===== src/rtl/flash_read_sched_if.sv =====
// Bundle of requester-side and flash-IP-side signals for flash_read_sched.
// The slave modport is the scheduler's view; master is the environment's.
interface flash_read_sched_if #(
    parameter int NUM_REQ = 2
);
    logic [NUM_REQ-1:0]    req_i;
    logic [NUM_REQ*24-1:0] req_addr_i;
    logic [NUM_REQ*8-1:0]  req_len_i;
    logic [NUM_REQ-1:0]    gnt_o;
    logic [7:0]            byte_o;
    logic [NUM_REQ-1:0]    byte_valid_o;
    logic [NUM_REQ-1:0]    done_o;
    logic [NUM_REQ-1:0]    err_o;
    logic                  flash_read_req;
    logic [23:0]           flash_addr_read;
    logic                  flash_read_en_in;
    logic [7:0]            flash_byte_in;

    modport slave (
        input  req_i, req_addr_i, req_len_i, flash_read_en_in, flash_byte_in,
        output gnt_o, byte_o, byte_valid_o, done_o, err_o,
               flash_read_req, flash_addr_read
    );

    modport master (
        output req_i, req_addr_i, req_len_i, flash_read_en_in, flash_byte_in,
        input  gnt_o, byte_o, byte_valid_o, done_o, err_o,
               flash_read_req, flash_addr_read
    );
endinterface


===== src/rtl/flash_read_sched.sv =====
// Round-robin burst-read scheduler sharing one serial-flash read engine
// between NUM_REQ requesters, with a per-byte response timeout.
module flash_read_sched #(
    parameter int NUM_REQ        = 2,
    parameter int TIMEOUT_CYCLES = 1024
) (
    input  logic               clk,
    input  logic               reset_n,
    flash_read_sched_if.slave  bus
);
    localparam int IW = $clog2(NUM_REQ);

    typedef enum logic [2:0] {
        S_IDLE,
        S_ISSUE,
        S_WAIT,
        S_DONE,
        S_ERR
    } state_t;

    state_t state, state_nxt;

    logic [IW-1:0]      ptr;
    logic [IW-1:0]      winner;
    logic [IW-1:0]      pick;
    logic               pick_valid;
    logic [23:0]        pick_addr;
    logic [7:0]         pick_len;
    logic [23:0]        addr;
    logic [23:0]        addr_out;
    logic [8:0]         remaining;
    logic [15:0]        tmo_cnt;
    logic               tmo_hit;
    logic [7:0]         byte_q;
    logic [NUM_REQ-1:0] byte_valid_q;
    logic [NUM_REQ-1:0] win_oh;
    logic [IW-1:0]      ptr_after;

    // First requesting index at or above ptr, wrapping around.
    always_comb begin
        // NOTE: every always_comb output gets a default first so no path can infer a latch.
        int idx;
        idx        = 0;
        pick       = '0;
        pick_valid = 1'b0;
        for (int i = 0; i < NUM_REQ; i++) begin
            idx = int'(ptr) + i;
            if (idx >= NUM_REQ) idx = idx - NUM_REQ;
            if (!pick_valid && bus.req_i[idx]) begin
                pick       = IW'(idx);
                pick_valid = 1'b1;
            end
        end
    end

    assign pick_addr = bus.req_addr_i[24*int'(pick) +: 24];
    assign pick_len  = bus.req_len_i[8*int'(pick) +: 8];
    assign win_oh    = {{(NUM_REQ-1){1'b0}}, 1'b1} << winner;
    assign ptr_after = (winner == IW'(NUM_REQ-1)) ? '0 : winner + 1'b1;
    assign tmo_hit   = ({1'b0, tmo_cnt} + 17'd1) == 17'(TIMEOUT_CYCLES);

    always_ff @(posedge clk) begin
        // NOTE: sequential state uses non-blocking assignments so every register samples pre-edge values.
        if (!reset_n) state <= S_IDLE;
        else          state <= state_nxt;
    end

    always_comb begin
        state_nxt = state;
        case (state)
            S_IDLE:  if (pick_valid) state_nxt = S_ISSUE;
            S_ISSUE: state_nxt = S_WAIT;
            S_WAIT: begin
                // A returning byte wins over a timeout in the same cycle.
                if (bus.flash_read_en_in)
                    state_nxt = (remaining == 9'd1) ? S_DONE : S_ISSUE;
                else if (tmo_hit)
                    state_nxt = S_ERR;
            end
            S_DONE:  state_nxt = S_IDLE;
            S_ERR:   state_nxt = S_IDLE;
            default: state_nxt = S_IDLE;
        endcase
    end

    always_ff @(posedge clk) begin
        if (!reset_n) begin
            ptr          <= '0;
            winner       <= '0;
            addr         <= '0;
            addr_out     <= '0;
            remaining    <= '0;
            tmo_cnt      <= '0;
            byte_q       <= '0;
            byte_valid_q <= '0;
        end else begin
            byte_valid_q <= '0;
            case (state)
                S_IDLE: begin
                    if (pick_valid) begin
                        winner    <= pick;
                        addr      <= pick_addr;
                        addr_out  <= pick_addr;
                        remaining <= (pick_len == 8'd0) ? 9'd256 : {1'b0, pick_len};
                    end
                end
                S_ISSUE: tmo_cnt <= '0;
                S_WAIT: begin
                    tmo_cnt <= tmo_cnt + 16'd1;
                    if (bus.flash_read_en_in) begin
                        byte_q       <= bus.flash_byte_in;
                        byte_valid_q <= win_oh;
                        addr         <= addr + 24'd1;
                        remaining    <= remaining - 9'd1;
                        // The presented address moves only when another ISSUE follows.
                        if (remaining != 9'd1) addr_out <= addr + 24'd1;
                    end
                end
                S_DONE, S_ERR: ptr <= ptr_after;
                default: ;
            endcase
        end
    end

    assign bus.gnt_o           = (state != S_IDLE) ? win_oh : '0;
    assign bus.done_o          = (state == S_DONE) ? win_oh : '0;
    assign bus.err_o           = (state == S_ERR)  ? win_oh : '0;
    assign bus.flash_read_req  = (state == S_ISSUE);
    assign bus.flash_addr_read = addr_out;
    assign bus.byte_o          = byte_q;
    assign bus.byte_valid_o    = byte_valid_q;
endmodule


===== src/flat_wrapper.sv =====
// flat-port wrapper written by rule: the top's interface ports become plain ports
module flash_read_sched_flat 
#(
    parameter int NUM_REQ        = 2,
    parameter int TIMEOUT_CYCLES = 1024
)
  (clk, reset_n, bus_req_i, bus_req_addr_i, bus_req_len_i, bus_flash_read_en_in, bus_flash_byte_in, bus_gnt_o, bus_byte_o, bus_byte_valid_o, bus_done_o, bus_err_o, bus_flash_read_req, bus_flash_addr_read);
  flash_read_sched_if #(.NUM_REQ(NUM_REQ)) bus_i ();
  input  logic clk;
  input  logic reset_n;
  input wire logic [$bits(bus_i.req_i)-1:0] bus_req_i;
  input wire logic [$bits(bus_i.req_addr_i)-1:0] bus_req_addr_i;
  input wire logic [$bits(bus_i.req_len_i)-1:0] bus_req_len_i;
  input wire logic [$bits(bus_i.flash_read_en_in)-1:0] bus_flash_read_en_in;
  input wire logic [$bits(bus_i.flash_byte_in)-1:0] bus_flash_byte_in;
  output wire logic [$bits(bus_i.gnt_o)-1:0] bus_gnt_o;
  output wire logic [$bits(bus_i.byte_o)-1:0] bus_byte_o;
  output wire logic [$bits(bus_i.byte_valid_o)-1:0] bus_byte_valid_o;
  output wire logic [$bits(bus_i.done_o)-1:0] bus_done_o;
  output wire logic [$bits(bus_i.err_o)-1:0] bus_err_o;
  output wire logic [$bits(bus_i.flash_read_req)-1:0] bus_flash_read_req;
  output wire logic [$bits(bus_i.flash_addr_read)-1:0] bus_flash_addr_read;
  assign bus_i.req_i = bus_req_i;
  assign bus_i.req_addr_i = bus_req_addr_i;
  assign bus_i.req_len_i = bus_req_len_i;
  assign bus_i.flash_read_en_in = bus_flash_read_en_in;
  assign bus_i.flash_byte_in = bus_flash_byte_in;
  assign bus_gnt_o = bus_i.gnt_o;
  assign bus_byte_o = bus_i.byte_o;
  assign bus_byte_valid_o = bus_i.byte_valid_o;
  assign bus_done_o = bus_i.done_o;
  assign bus_err_o = bus_i.err_o;
  assign bus_flash_read_req = bus_i.flash_read_req;
  assign bus_flash_addr_read = bus_i.flash_addr_read;
  flash_read_sched #(.NUM_REQ(NUM_REQ), .TIMEOUT_CYCLES(TIMEOUT_CYCLES)) u_core (.clk(clk), .reset_n(reset_n), .bus(bus_i));
endmodule

===== config.mk =====
export PLATFORM = sky130hd
export DESIGN_NAME = flash_read_sched_flat
export DESIGN_NICKNAME = d
export VERILOG_FILES = /design/src/rtl/flash_read_sched_if.sv /design/src/rtl/flash_read_sched.sv /design/src/flat_wrapper.sv
export SDC_FILE = /design/constraint.sdc
export NUM_CORES = 1
export LEC_CHECK = 0
export BUFFER_PORTS_ARGS = -buffer_cell sky130_fd_sc_hd__buf_4
export CAP_MARGIN = 5
export CORE_UTILIZATION = 57
export CTS_BUF_LIST = sky130_fd_sc_hd__clkbuf_2 sky130_fd_sc_hd__clkbuf_4 sky130_fd_sc_hd__clkbuf_8
export CTS_CLUSTER_SIZE = 28
export DETAILED_ROUTE_END_ITERATION = 7
export HOLD_SLACK_MARGIN = 0.1
export PLACE_DENSITY_LB_ADDON = 0.15
export SLEW_MARGIN = 20
export SYNTH_ARGS = -nofsm -noshare
export SYNTH_HDL_FRONTEND = slang
export SYNTH_SLANG_ARGS = --single-unit

===== constraint.sdc =====
create_clock -name clk -period 2.6 [get_ports clk]
set_input_delay 0 -clock clk [delete_from_list [all_inputs] [get_ports clk]]
set_output_delay 0 -clock clk [all_outputs]
set_load 0.005 [all_outputs]

### Yosys cells after proc, flatten, opt, wreduce, memory -nomap -nowiden

Cells that the tools add are included.

| operators by class | value |
|---|---|
| add/sub/neg operators | 8 |
| multipliers | 1 |
| $lt $le $gt $ge | 4 |
| equality and inequality tests | 11 |
| shift-type cells | 3 |
| mux-type cells | 32 |
| reductions and logical operators | 14 |

Operators by type and width:

| cell | count |
|---|---|
| 2-to-1 mux 24 bit | 4 |
| case mux 24 bit (2 select lines) | 2 |
| less-than comparator 32 x 3 -> 1 bit, second input constant | 2 |
| 2-to-1 mux 32 bit | 2 |
| variable part select 48 x 32 -> 24 bit | 1 |
| >= comparator 32 x 3 -> 1 bit, second input constant | 1 |
| case mux 16 bit (2 select lines) | 1 |
| subtractor 32 x 3 -> 32 bit, second input constant | 1 |
| 2-to-1 mux 9 bit | 3 |
| adder 24 x 1 -> 24 bit, second input constant | 1 |
| case mux 9 bit (2 select lines) | 1 |
| adder 16 x 1 -> 17 bit, second input constant | 1 |
| == test 17 x 11 -> 1 bit, second input constant | 1 |
| adder 16 x 1 -> 16 bit, second input constant | 1 |
| variable part select 16 x 5 -> 8 bit | 1 |
| 2-to-1 mux 1 bit | 11 |
| == test 9 x 1 -> 1 bit, second input constant | 1 |
| 2-to-1 mux 3 bit | 3 |
| inequality test 9 x 1 -> 1 bit, second input constant | 1 |
| case mux 3 bit (3 select lines) | 1 |
| subtractor 9 x 1 -> 9 bit, second input constant | 1 |
| logical NOT 8 bit | 1 |
| 2-to-1 mux 2 bit | 4 |
| == test 3 x 2 -> 1 bit, second input constant | 2 |
| 20 further kinds | 25 |

| word-level totals | value |
|---|---|
| flip-flop bits (word level) | 88 |
| input port bits | 77 |
| output and inout port bits | 41 |
| logic and storage cells | 82 |

### Depth between registers and ports, before layout

Gate-level depths: netlist of run 1.

| logic depth | value |
|---|---|
| depth after elaboration | 14 |
| gate-level depth with buffers | 9 |
| gate-level depth less buffers | 6 |

### Worst setup path after synthesis of run 1

No wires, ideal clock.

| timing path | value |
|---|---|
| path type | reg-to-reg |
| start point | register u_core.tmo_cnt[0] |
| end point | register u_core.state[2] |
| setup time | 0.061 ns |
| arrival time | 2.079 ns |
| data required time | 2.539 ns |
| path slack | 0.460 ns |
| cell stages (with the launch flop) | 8 |
| buffers on the path | 1 |
| clock period less this slack | 2.140 ns |
| path through | dfxtp_1 ha_1 clkbuf_1 nand3_1 nor4_1 xnor2_1 nor4bb_1 and4_1 |

| between the ends | value |
|---|---|
| cells in the longest elaborated chain, start to end | 4 |

RTL lines:

| element | line | source |
|---|---|---|
| start, declared | flash_read_sched.sv:32 | `logic [15:0] tmo_cnt;` |
| start signal, assigned | flash_read_sched.sv:109 | `tmo_cnt <= tmo_cnt + 16'd1;` |
| adder 16 x 1 -> 17 bit | flash_read_sched.sv:60 | `assign tmo_hit = ({1'b0, tmo_cnt} + 17'd1) == 17'(TIMEOUT_CYCLES);` |
| == test 17 x 11 -> 1 bit | flash_read_sched.sv:60 |  |
| inequality test 3 x 2 -> 1 bit (no line) | n/a |  |
| AND reduction 2 bit (no line) | n/a |  |
| end signal, assigned | flash_read_sched.sv:65 | `else state <= state_nxt;` |
| end, declared | flash_read_sched.sv:21 | `state_t state, state_nxt;` |

No other way between the ends.
A chain may end at the register's enable or synchronous reset.

### Worst setup path in the final report of run 1

| timing path | value |
|---|---|
| start point | register u_core.state[1] |
| end point | register u_core.remaining[0] |

| between the ends | value |
|---|---|
| cells in the longest elaborated chain, start to end | 3 |
| elaborated cells between the ends (all ways) | 7 |
| classes of those cells | eq/ne: 3; mux: 1; reduce/logical: 3 |

RTL lines:

| element | line | source |
|---|---|---|
| == test 3 x 2 -> 1 bit / logical NOT 3 bit (equally long branches) | flash_read_sched.sv:98 | `case (state)` |
| inequality test 2 bit (no line), or another cell as far along | n/a |  |
| AND reduction 3 bit (no line) | n/a |  |
| end signal, assigned | flash_read_sched.sv:104 | `remaining <= (pick_len == 8'd0) ? 9'd256 : {1'b0, pick_len};` |
| end signal, assigned | flash_read_sched.sv:114 | `remaining <= remaining - 9'd1;` |
| end, declared | flash_read_sched.sv:31 | `logic [8:0] remaining;` |

Several ways; a longest one is shown, not always the timed one.

==> key figures, run 1 <==
Placed design
  • Post-placement setup slack: 0.416 ns
  • Placer congestion estimate: 0.890
  • Post-DP Area: about 0.0062 mm²
  • Port bufs: roughly 120
  • Hpwl dp: 10200 µm

Yosys
  • Yosys top cell area share: 33.2%
  • Top cells by area, synth: dfxtp_1 33%, nand3_1 5.9%, o21ai_0 5.9%
  • Post-Syn Area: 0.00531 mm²
  • Synth area leader: dfxtp_1
  • Cells after synthesis: 683
  • Ys flop type: dfxtp_1
  • Warning count from the yosys run: 0
  • EDFF count, synth: 0
  • Simple-gate share of the synthesized area: a little over a quarter
  • Largest family of logic cells by synthesized area: simple AND/OR/NAND/NOR gates
  • Yosys reg bits: 88
  • Sequential fraction of the synthesis area: 33.2%
  • Synth cell types: 61
  • Mux contribution to synthesized area: 3.96%
  • Synth Area in Adders: 1.18%
  • XOR/XNOR Fraction of Synth Area: 2.31%
  • Asr flop ratio synth: 0%
  • Syn Nets: ~770
  • Syn avg cell area: between 7 and 8 µm²
  • Compound-Gate Fraction of Synth Area: 25.4%

Worst setup path
  • Worst EP required: 2.85 ns
  • Worst setup SP type: flip-flop
  • CP max stage delay: roughly 0.66 ns
  • Critical Path Source: u_core.state[1]
  • Worst reg2reg endpoint: u_core.remaining[0]
  • Critical Path AT: roughly 2.6 ns
  • Sequence of cells on the critical path: nor3b_4 > buf_4 > a21oi_1 > dlygate4sd3_1 > nand2_1 > a21boi_0
  • Largest fanout on the critical path: 14
  • Crit-path slowest cell: nor3b_4
  • Critical path class: flip-flop to flip-flop
  • FF-to-FF setup slack: 0.30 ns
  • R2R depth: 6
  • Critical R2R Launch: u_core.state[1]
  • Worst Setup End Kind: flip-flop

Layout
  • Layout Area Growth over Synthesis: 26.1%
  • Fill count: 689
  • Ant diodes: 0
  • Design Area, Final: 0.00670 mm²
  • Nets: 886
  • Layout cells sized above 1: 22.7%
  • Util after Layout: 75.3%

Clock network
  • Post-CTS setup repair buffer count: 0
  • Resized cells post-CTS: 0
  • Worst-path clk slew: roughly 0.090 ns
  • TritonCTS clock tree: done
  • Cts bufs inserted: 9
  • Root Driver: clkbuf_8
  • Skew-Pair Late Insertion Delay: 0.37 ns
  • Hold_buf cts: 28
  • CTS Sinks: 88
  • CTS H-tree depth: 3
  • Max Buffers Root-to-Sink: 2

Global routing
  • Largest net degree at the start of global routing: 61
  • Initial antenna violation count: 0
  • Vias in the first global route: 5397
  • Total global-route track usage: 31.2%
  • First-pass GRT wire length: ~25000 µm
  • Congestion Overflow GR: 0

Drt
  • DR pass1 iterations: 7
  • Via/cell ratio: 6.15
  • Routed WL: 14800 µm
  • WL per Instance: between 15 and 20 µm
  • Final ANT Viol Nets: 0
  • Via count: 5638
  • Initial DRC count: 342
  • DR DRC count: 5

Floorplan
  • Chip Width: 98.5 µm
  • Initial Util: between 50% and 60%
  • Ports: 118
  • Core Area: 0.00889 mm²
  • DIE HEIGHT: 98.5 µm
  • Die Footprint: 0.00971 mm²
  • Rows: 34

Timing
  • Setup tns final: 0 ns
  • Fin. Hold Viols: 0
  • RSZ-0062 raised after global routing: false
  • Minimum clock period: around 2.3 ns
  • Slew margin rel.: 52.6%
  • Max Clock Freq: 0.435 GHz
  • Period utilisation layout: about nine tenths
  • Final worst slack: about 0.30 ns
  • Setup Skew: 0.0109 ns
  • Final setup violation count: 0
  • Final Max Slew Viols: 0
  • Worst-margin pin slew: 0.706 ns

Power
  • VDD IR max: 0.334 mV
  • Power per standard cell area: 551 mW/mm²
  • Leak: roughly 2.7 nW
  • Total power: 3.69 mW

Min path
  • Min-delay worst type: input pin to flip-flop
  • Worst hold endpoint: u_core.remaining[6]
  • Hold path cells: 4
  • Min-delay src: bus_req_len_i[6]

Flow run
  • Max cap viols: 0

Outcome
  • Failing checks: design-rule violations
  • Outcome: complete, but fails checks
-- critical path: cells and delay by family, from the launching register on --
| family | cells | cell delay, ns |
|---|---|---|
| buffers and inverters | 2 | 0.87 |
| flip-flops | 1 | 0.46 |
| AO/OA/AOI/OAI | 2 | 0.13 |
| AND/OR/NAND/NOR | 2 | 0.73 |
-- sequential cells by signal, summed over array words and instances, names as in the netlist --
signal,count
u_core.tmo_cnt,16
u_core.ptr,1
u_core.bus.byte_valid_o,2
u_core.winner,1
u_core.addr,24
u_core.remaining,9
u_core.bus.flash_addr_read,24
u_core.bus.byte_o,8
u_core.state,3
-- layer usage --
metal,vias up,share of wire [%],track usage [%]
met5,-,0,0
met4,0,1.8,11.5
met3,29,6.4,5.60
met2,244,48,52.1
met1,2636,44,40.6
li1,2729,-,-
-- how the worst max path moves through the flow --
| stage | end | cells past startpoint |
|---|---|---|
| final | u_core.remaining[0] | 6 |
| after global routing | u_core.state[1] | 6 |
| after CTS | u_core.remaining[0] | 6 |
| after detailed placement | u_core.bus.flash_addr_read[1] | 6 |
| after global placement | u_core.state[2] | 6 |
| after floorplan | u_core.state[2] | 7 |
-- layout make-up --
type | instances | area (µm²) | share of cell area, %
multi-input combinational | 512 | 3180 | 47.5
clock buffer | 12 | 153 | 2.28
sequential | 88 | 1760 | 26.3
clock inverter | 4 | 53.8 | 0.804
timing repair buffer | 164 | 1300 | 19.4
tap | 108 | 135 | 2.02
inverter | 29 | 109 | 1.63
-- through the flow --
stage          hold WS [ns]  std cells
5_1_grt               0.114        917
4_1_cts               0.101        917
3_5_place_dp          0.278        873
2_1_floorplan         0.145        683
6_report              0.105        917
3_3_place_gp          0.262        873
-- kinds of logic after synthesis --
kind of cell,count (synthesis)
XOR/XNOR,14
adder cells (fa/ha/maj),5
flip-flops,88
AND/OR/NAND/NOR,273
multiplexers,19
buffers and inverters,83
AO/OA/AOI/OAI,201
-- layout by cell type (no fill, tap or decap), types with 3 or more instances in the layout --
master,count
a22oi_1,5
clkbuf_8,10
nand2_1,78
and3_1,6
a21boi_0,42
mux2_2,12
nor4_1,14
and4_1,4
a31oi_1,5
or4_1,4
nor3_1,20
or3_1,5
nor2b_1,11
mux2i_1,6
dfxtp_1,88
o31a_2,4
and2_1,8
nand3b_1,3
ha_1,5
inv_1,29
o221a_2,3
nor3b_1,5
nand4_1,13
nor2_1,26
o211ai_1,33
a21oi_1,18
dlygate4sd3_1,28
o21ai_0,62
buf_4,136
xnor2_1,7
nand3_1,63
o31ai_1,9
xor2_1,7
-- where the power goes --
group	internal [mW]	total [mW]	switching (mW)	leakage (nW)
Combinational	0.476	1.04	0.561	1.87
Clock	0.494	1.00	0.510	0.0996
Sequential	1.50	1.65	0.152	0.721
-- Yosys cell counts, types with 14 or more instances --
cell type and instances:
a21boi_0 42, a21oi_1 18, clkbuf_1 37, dfxtp_1 88
inv_1 29, nand2_1 78, nand3_1 63, nor2_1 26
nor3_1 20, nor4_1 14, o211ai_1 33, o21ai_0 63
Note: power is estimated with default switching activity, not from simulation.
==> run 2: changes to the inputs <==
- CORE_UTILIZATION: 57 -> 60
- clock period: 2.6 -> 2.8 ns (I/O delays scaled with it)
==> run 2 against run 1 <==
Compared with the run above: the flow now finishes without violations; critical path depth unchanged; utilization up 3.8 points; combinational power down 10%; first-iteration DRC count up 12%; sequential power down 7%; die area down 4.9%; largest cell class unchanged.
==> key figures, run 2 (synthesis gave the netlist of run 1 again) <==
Outcome
  • Outcome: complete, no violations

Clock network
  • CTS H-tree depth: 3 (unchanged)
  • Worst-path clk slew: 0.09 ns (about the same)
  • CTS Sinks: 88 (unchanged)
  • Skew-Pair Late Insertion Delay: 0.36 ns (about the same)
  • Resized cells post-CTS: 0 (unchanged)
  • Root Driver: clkbuf_8
  • TritonCTS clock tree: done
  • Max Buffers Root-to-Sink: 2 (unchanged)
  • Cts bufs inserted: 9 (unchanged)

Min path
  • Hold path cells: 4 (unchanged)
  • Worst hold endpoint: u_core.addr[21]
  • Min-delay src: bus_req_addr_i[45]
  • Min-delay worst type: input pin to flip-flop

Worst setup path
  • FF-to-FF setup slack: 0.36 ns (+0.06 ns)
  • Largest fanout on the critical path: 9 (-5)
  • Worst reg2reg endpoint: u_core.state[2]
  • Worst EP required: 3.11 ns (+0.26 ns)
  • Critical R2R Launch: u_core.tmo_cnt[0]
  • Critical Path Source: u_core.tmo_cnt[0]
  • Worst setup SP type: flip-flop
  • R2R depth: 6 (unchanged)
  • Critical path class: flip-flop to flip-flop
  • Critical Path AT: 2.75 ns (+0.20 ns)
  • Worst Setup End Kind: flip-flop

Placed design
  • Post-placement setup slack: 0.453 ns (+0.0369 ns)
  • Post-DP Area: 0.00615 mm² (-0.91%)
  • Placer congestion estimate: 0.876 (-1.7%)
  • Dpl cells: 863 (-1.1%)
  • Port bufs: 117 (unchanged)
  • Hpwl dp: 10100 µm (-1.5%)

Floorplan
  • Ports: 118 (unchanged)
  • DIE HEIGHT: 96.1 µm (-2.5%)
  • Rows: 33 (-2.9%)
  • Initial Util: 63.4% (+3.6 points)
  • Die Footprint: 0.00923 mm² (-4.9%)
  • Chip Width: 96.1 µm (-2.5%)
  • Core Area: 0.00838 mm² (-5.7%)

Timing
  • Final hold slack: 0.103 ns (-0.00229 ns)
  • Minimum clock period: 2.44 ns (+0.143 ns)
  • Setup Skew: 0.00784 ns (-0.00308 ns)
  • RSZ-0062 raised after global routing: false
  • Final Max Slew Viols: 0 (unchanged)
  • Max Clock Freq: 0.410 GHz (-5.8%)
  • Final setup violation count: 0 (unchanged)
  • Fin. Hold Viols: 0 (unchanged)
  • Worst-margin pin slew: 0.616 ns (-0.0902 ns)
  • Slew margin rel.: 58.9% (+6.3 points)
  • Final worst slack: 0.359 ns (+0.0574 ns)
  • Period utilisation layout: 87.2% (-1.2 points)
  • Setup tns final: 0 ns (unchanged)

Drt
  • Via count: 5777 (+2.5%)
  • DR pass1 iterations: 5 (-2)
  • Routed WL: 15600 µm (+4.9%)
  • DR DRC count: 0 (-5)
  • WL per Instance: 17.2 µm (+6.6%)
  • Initial DRC count: 384 (+12%)
  • Final ANT Viol Nets: 0 (unchanged)
  • Via/cell ratio: 6.40 (+4.1%)

Global routing
  • First-pass GRT wire length: 24500 µm (-1.1%)
  • Congestion Overflow GR: 0 (unchanged)
  • Initial antenna violation count: 0 (unchanged)
  • Vias in the first global route: 5318 (-1.5%)
  • Total global-route track usage: 34.4% (+3.1 points)
  • Largest net degree at the start of global routing: 61 (unchanged)

Layout
  • Util after Layout: 79.1% (+3.8 points)
  • Most common cell after layout, fill and taps aside: buf_4
  • Ant diodes: 0 (unchanged)
  • Post-Layout Cell Count: 903 (-1.5%)
  • Layout cells sized above 1: 22.1% (-0.69 points)
  • Design Area, Final: 0.00663 mm² (-1.0%)
  • Most frequent cells in the layout: 129 x buf_4, 88 x dfxtp_1, 78 x nand2_1
  • Nets: 876 (-1.1%)
  • Layout Area Growth over Synthesis: 24.8%

Power
  • Leak: 2.68 nW (-0.48%)
  • Power per standard cell area: 526 mW/mm² (-4.7%)
  • VDD IR max: 0.335 mV (+0.34%)
  • Total power: 3.48 mW (-5.7%)

Flow run
  • Max cap viols: 0 (unchanged)
[run 2: per-layer routing]
metal	part of all wire, %	track usage (%)	vias to the layer above
met5	0	0	-
met4	3.8	20.1	0
met3	8.4	5.37	55
met2	48	55.9	321
met1	40	42.9	2684
li1	-	-	2717
[run 2: worst max path at each step]
stage | cells after the start | end | slack [ns]
5_1_grt | 6 | u_core.state[2] | 0.17
3_3_place_gp | 5 | u_core.bus.flash_addr_read[22] | 0.57
4_1_cts | 6 | u_core.state[2] | 0.36
3_5_place_dp | 6 | u_core.state[2] | 0.45
2_1_floorplan | 7 | u_core.state[2] | 0.66
6_report | 6 | u_core.state[2] | 0.36
[run 2: worst max-delay path: stages, from the launching register on]
cell and delay [ns]:
dfxtp_1 0.43, ha_1 0.35, nand3_1 0.33, nor4_1 0.50
xnor2_1 0.18, nor4bb_1 0.37, and4_1 0.23
[run 2: layout make-up]
| class | instances | area [µm²] |
|---|---|---|
| Tap cell | 105 | 131 |
| Inverter | 29 | 109 |
| Clock inverter | 3 | 65.1 |
| Multi-Input combinational cell | 512 | 3180 |
| Sequential cell | 88 | 1760 |
| Timing Repair Buffer | 154 | 1220 |
| Fill cell | 588 | 1760 |
| Clock buffer | 12 | 159 |
[run 2: timing repair]
action | in CTS | in global routing
hold buffers | 25 | 0
hold endpoints to repair | 18 | 0
setup buffers | 0 | 0
[run 2: power breakdown]
group	switching (mW)	total, mW	internal [mW]
Clock	0.453	1.01	0.556
Sequential	0.152	1.54	1.39
Combinational	0.517	0.931	0.415
==> run 3: changes to the inputs <==
- SETUP_SLACK_MARGIN: unset -> 0.4
==> run 3 against run 2 <==
Compared with the run above: clock power hardly changed; critical endpoint is now u_core.bus.byte_o[4]; largest power group unchanged; first-iteration DRC count is 15% higher; largest cell class unchanged; global-route usage barely moved; worst hold slack better by 0.0023 ns; flip-flop and latch count did not move; sequential share of layout area is 0.13 points lower; wire length grew 0.13%; fmax is 6.3% higher; critical path type unchanged; utilization grew 0.39 points.
==> key figures, run 3 (synthesis gave the netlist of run 1 again) <==
Worst setup path
  • Critical path class: flip-flop to flip-flop
  • Worst Setup End Kind: flip-flop
  • Worst setup SP type: flip-flop
  • Critical Path AT: 2.59 ns (-0.16 ns)
  • Worst EP required: 3.09 ns (-0.02 ns)
  • Largest fanout on the critical path: 26 (+17)

Timing
  • Final worst slack: 0.504 ns (+0.145 ns)
  • Slew margin rel.: 58.6% (-0.31 points)
  • Fin. Hold Viols: 0 (unchanged)
  • Setup Skew: 0.00650 ns (-0.00134 ns)
  • RSZ-0062 raised after global routing: true
  • Final setup violation count: 0 (unchanged)
  • Final Max Slew Viols: 0 (unchanged)
  • Worst-margin pin slew: 0.621 ns (+0.00465 ns)
  • Setup tns final: 0 ns (unchanged)
  • Period utilisation layout: 82.0% (-5.2 points)
  • Max Clock Freq: 0.436 GHz (+6.3%)
  • Minimum clock period: 2.30 ns (-0.145 ns)

Min path
  • Min-delay worst type: input pin to flip-flop

Placed design
  • Placer congestion estimate: 0.876 (unchanged)
  • Post-placement setup slack: 0.453 ns (unchanged)
  • Port bufs: 117 (unchanged)
  • Hpwl dp: 10100 µm (unchanged)

Power
  • Total power: 3.48 mW (about the same)
  • VDD IR max: 0.335 mV (about the same)
  • Power per standard cell area: 523 mW/mm² (-0.50%)
  • Leak: 2.68 nW (about the same)

Floorplan
  • Initial Util: 63.4% (unchanged)
  • Rows: 33 (unchanged)
  • Ports: 118 (unchanged)
  • DIE HEIGHT: 96.1 µm (unchanged)
  • Core Area: 0.00838 mm² (unchanged)
  • Die Footprint: 0.00923 mm² (unchanged)
  • Chip Width: 96.1 µm (unchanged)

Layout
  • Layout Area Growth over Synthesis: 25.4%
  • Layout cells sized above 1: 22.7% (+0.63 points)
  • Nets: 876 (unchanged)
  • Most common cell after layout, fill and taps aside: buf_4
  • Most frequent cells in the layout: 128 x buf_4, 88 x dfxtp_1, 78 x nand2_1
  • Ant diodes: 0 (unchanged)
  • Util after Layout: 79.4% (+0.39 points)

Drt
  • Initial DRC count: 441 (+15%)
  • DR pass1 iterations: 5 (unchanged)
  • DR DRC count: 0 (unchanged)
  • Via count: 5827 (+0.87%)
  • Via/cell ratio: 6.45 (+0.87%)
  • Routed WL: 15600 µm (+0.13%)
  • Final ANT Viol Nets: 0 (unchanged)
  • WL per Instance: 17.3 µm (+0.13%)

Global routing
  • Initial antenna violation count: 0 (unchanged)
  • Congestion Overflow GR: 0 (unchanged)
  • Largest net degree at the start of global routing: 61 (unchanged)
  • Total global-route track usage: 34.4% (about the same)
  • Vias in the first global route: 5315 (-0.056%)
  • First-pass GRT wire length: 24500 µm (+0.11%)

Clock network
  • CTS Sinks: 88 (unchanged)
  • TritonCTS clock tree: done
  • Max Buffers Root-to-Sink: 2 (unchanged)
  • Skew-Pair Late Insertion Delay: 0.36 ns (about the same)
  • Root Driver: clkbuf_8
  • Cts bufs inserted: 9 (unchanged)
  • CTS H-tree depth: 3 (unchanged)
  • Worst-path clk slew: 0.08 ns (about the same)
  • Post-CTS setup repair buffer count: 0 (unchanged)

Outcome
  • Outcome: complete, no violations

Flow run
  • Max cap viols: 0 (unchanged)
## run 3: final timing paths
check,slack (ns),to,start,depth (start not counted)
min reg2reg,0.48,u_core.bus.flash_addr_read[4],u_core.bus.flash_addr_read[4],2
max reg2reg,0.50,u_core.bus.byte_o[4],u_core.state[1],6
min,0.11,u_core.addr[21],bus_req_addr_i[45],4
max,0.50,u_core.bus.byte_o[4],u_core.state[1],6
## run 3: worst max-delay path, stage by stage (launching register included)
cell           delay [ns]
dfxtp_1              0.45
nor3b_4              0.24
buf_4                0.31
and2_2               0.31
nand2_1              0.08
a21boi_0             0.22
dlygate4sd3_1        0.62
## run 3: where the power goes
| part | total, mW | internal [mW] | switching (mW) |
|---|---|---|---|
| combinational | 0.938 | 0.419 | 0.519 |
| clock | 1.00 | 0.556 | 0.447 |
| sequential | 1.54 | 1.39 | 0.151 |
## run 3: layout make-up
class                           instances  area (µm²)
Multi-Input combinational cell        512        3210
Inverter                               29         109
Clock inverter                          3        65.1
Timing Repair Buffer                  154        1220
Clock buffer                           12         159
Fill cell                             577        1720
Tap cell                              105         131
Sequential cell                        88        1760
## run 3: per-layer routing
layer | vias up | wire length [µm] | track usage [%]
met5 | - | 0 | 0
met4 | 0 | 593 | 19.9
met3 | 62 | 1310 | 5.29
met2 | 322 | 7470 | 56.0
met1 | 2728 | 6210 | 43.0
li1 | 2715 | - | -
## run 3: metrics by stage
step	cell area (µm²)	std cells	hold WS, ns
2_1_floorplan	5310	683	0.145
3_3_place_gp	6150	863	0.262
3_5_place_dp	6150	863	0.272
4_1_cts	6630	903	0.100
5_1_grt	6660	903	0.123
6_report	6660	903	0.105
## run 3: repair_timing
action / in CTS / in global routing
gates resized for setup: 1 / 6
hold endpoints to repair: 18 / 0
hold buffers: 25 / 0
setup endpoints to repair: 1 / 20
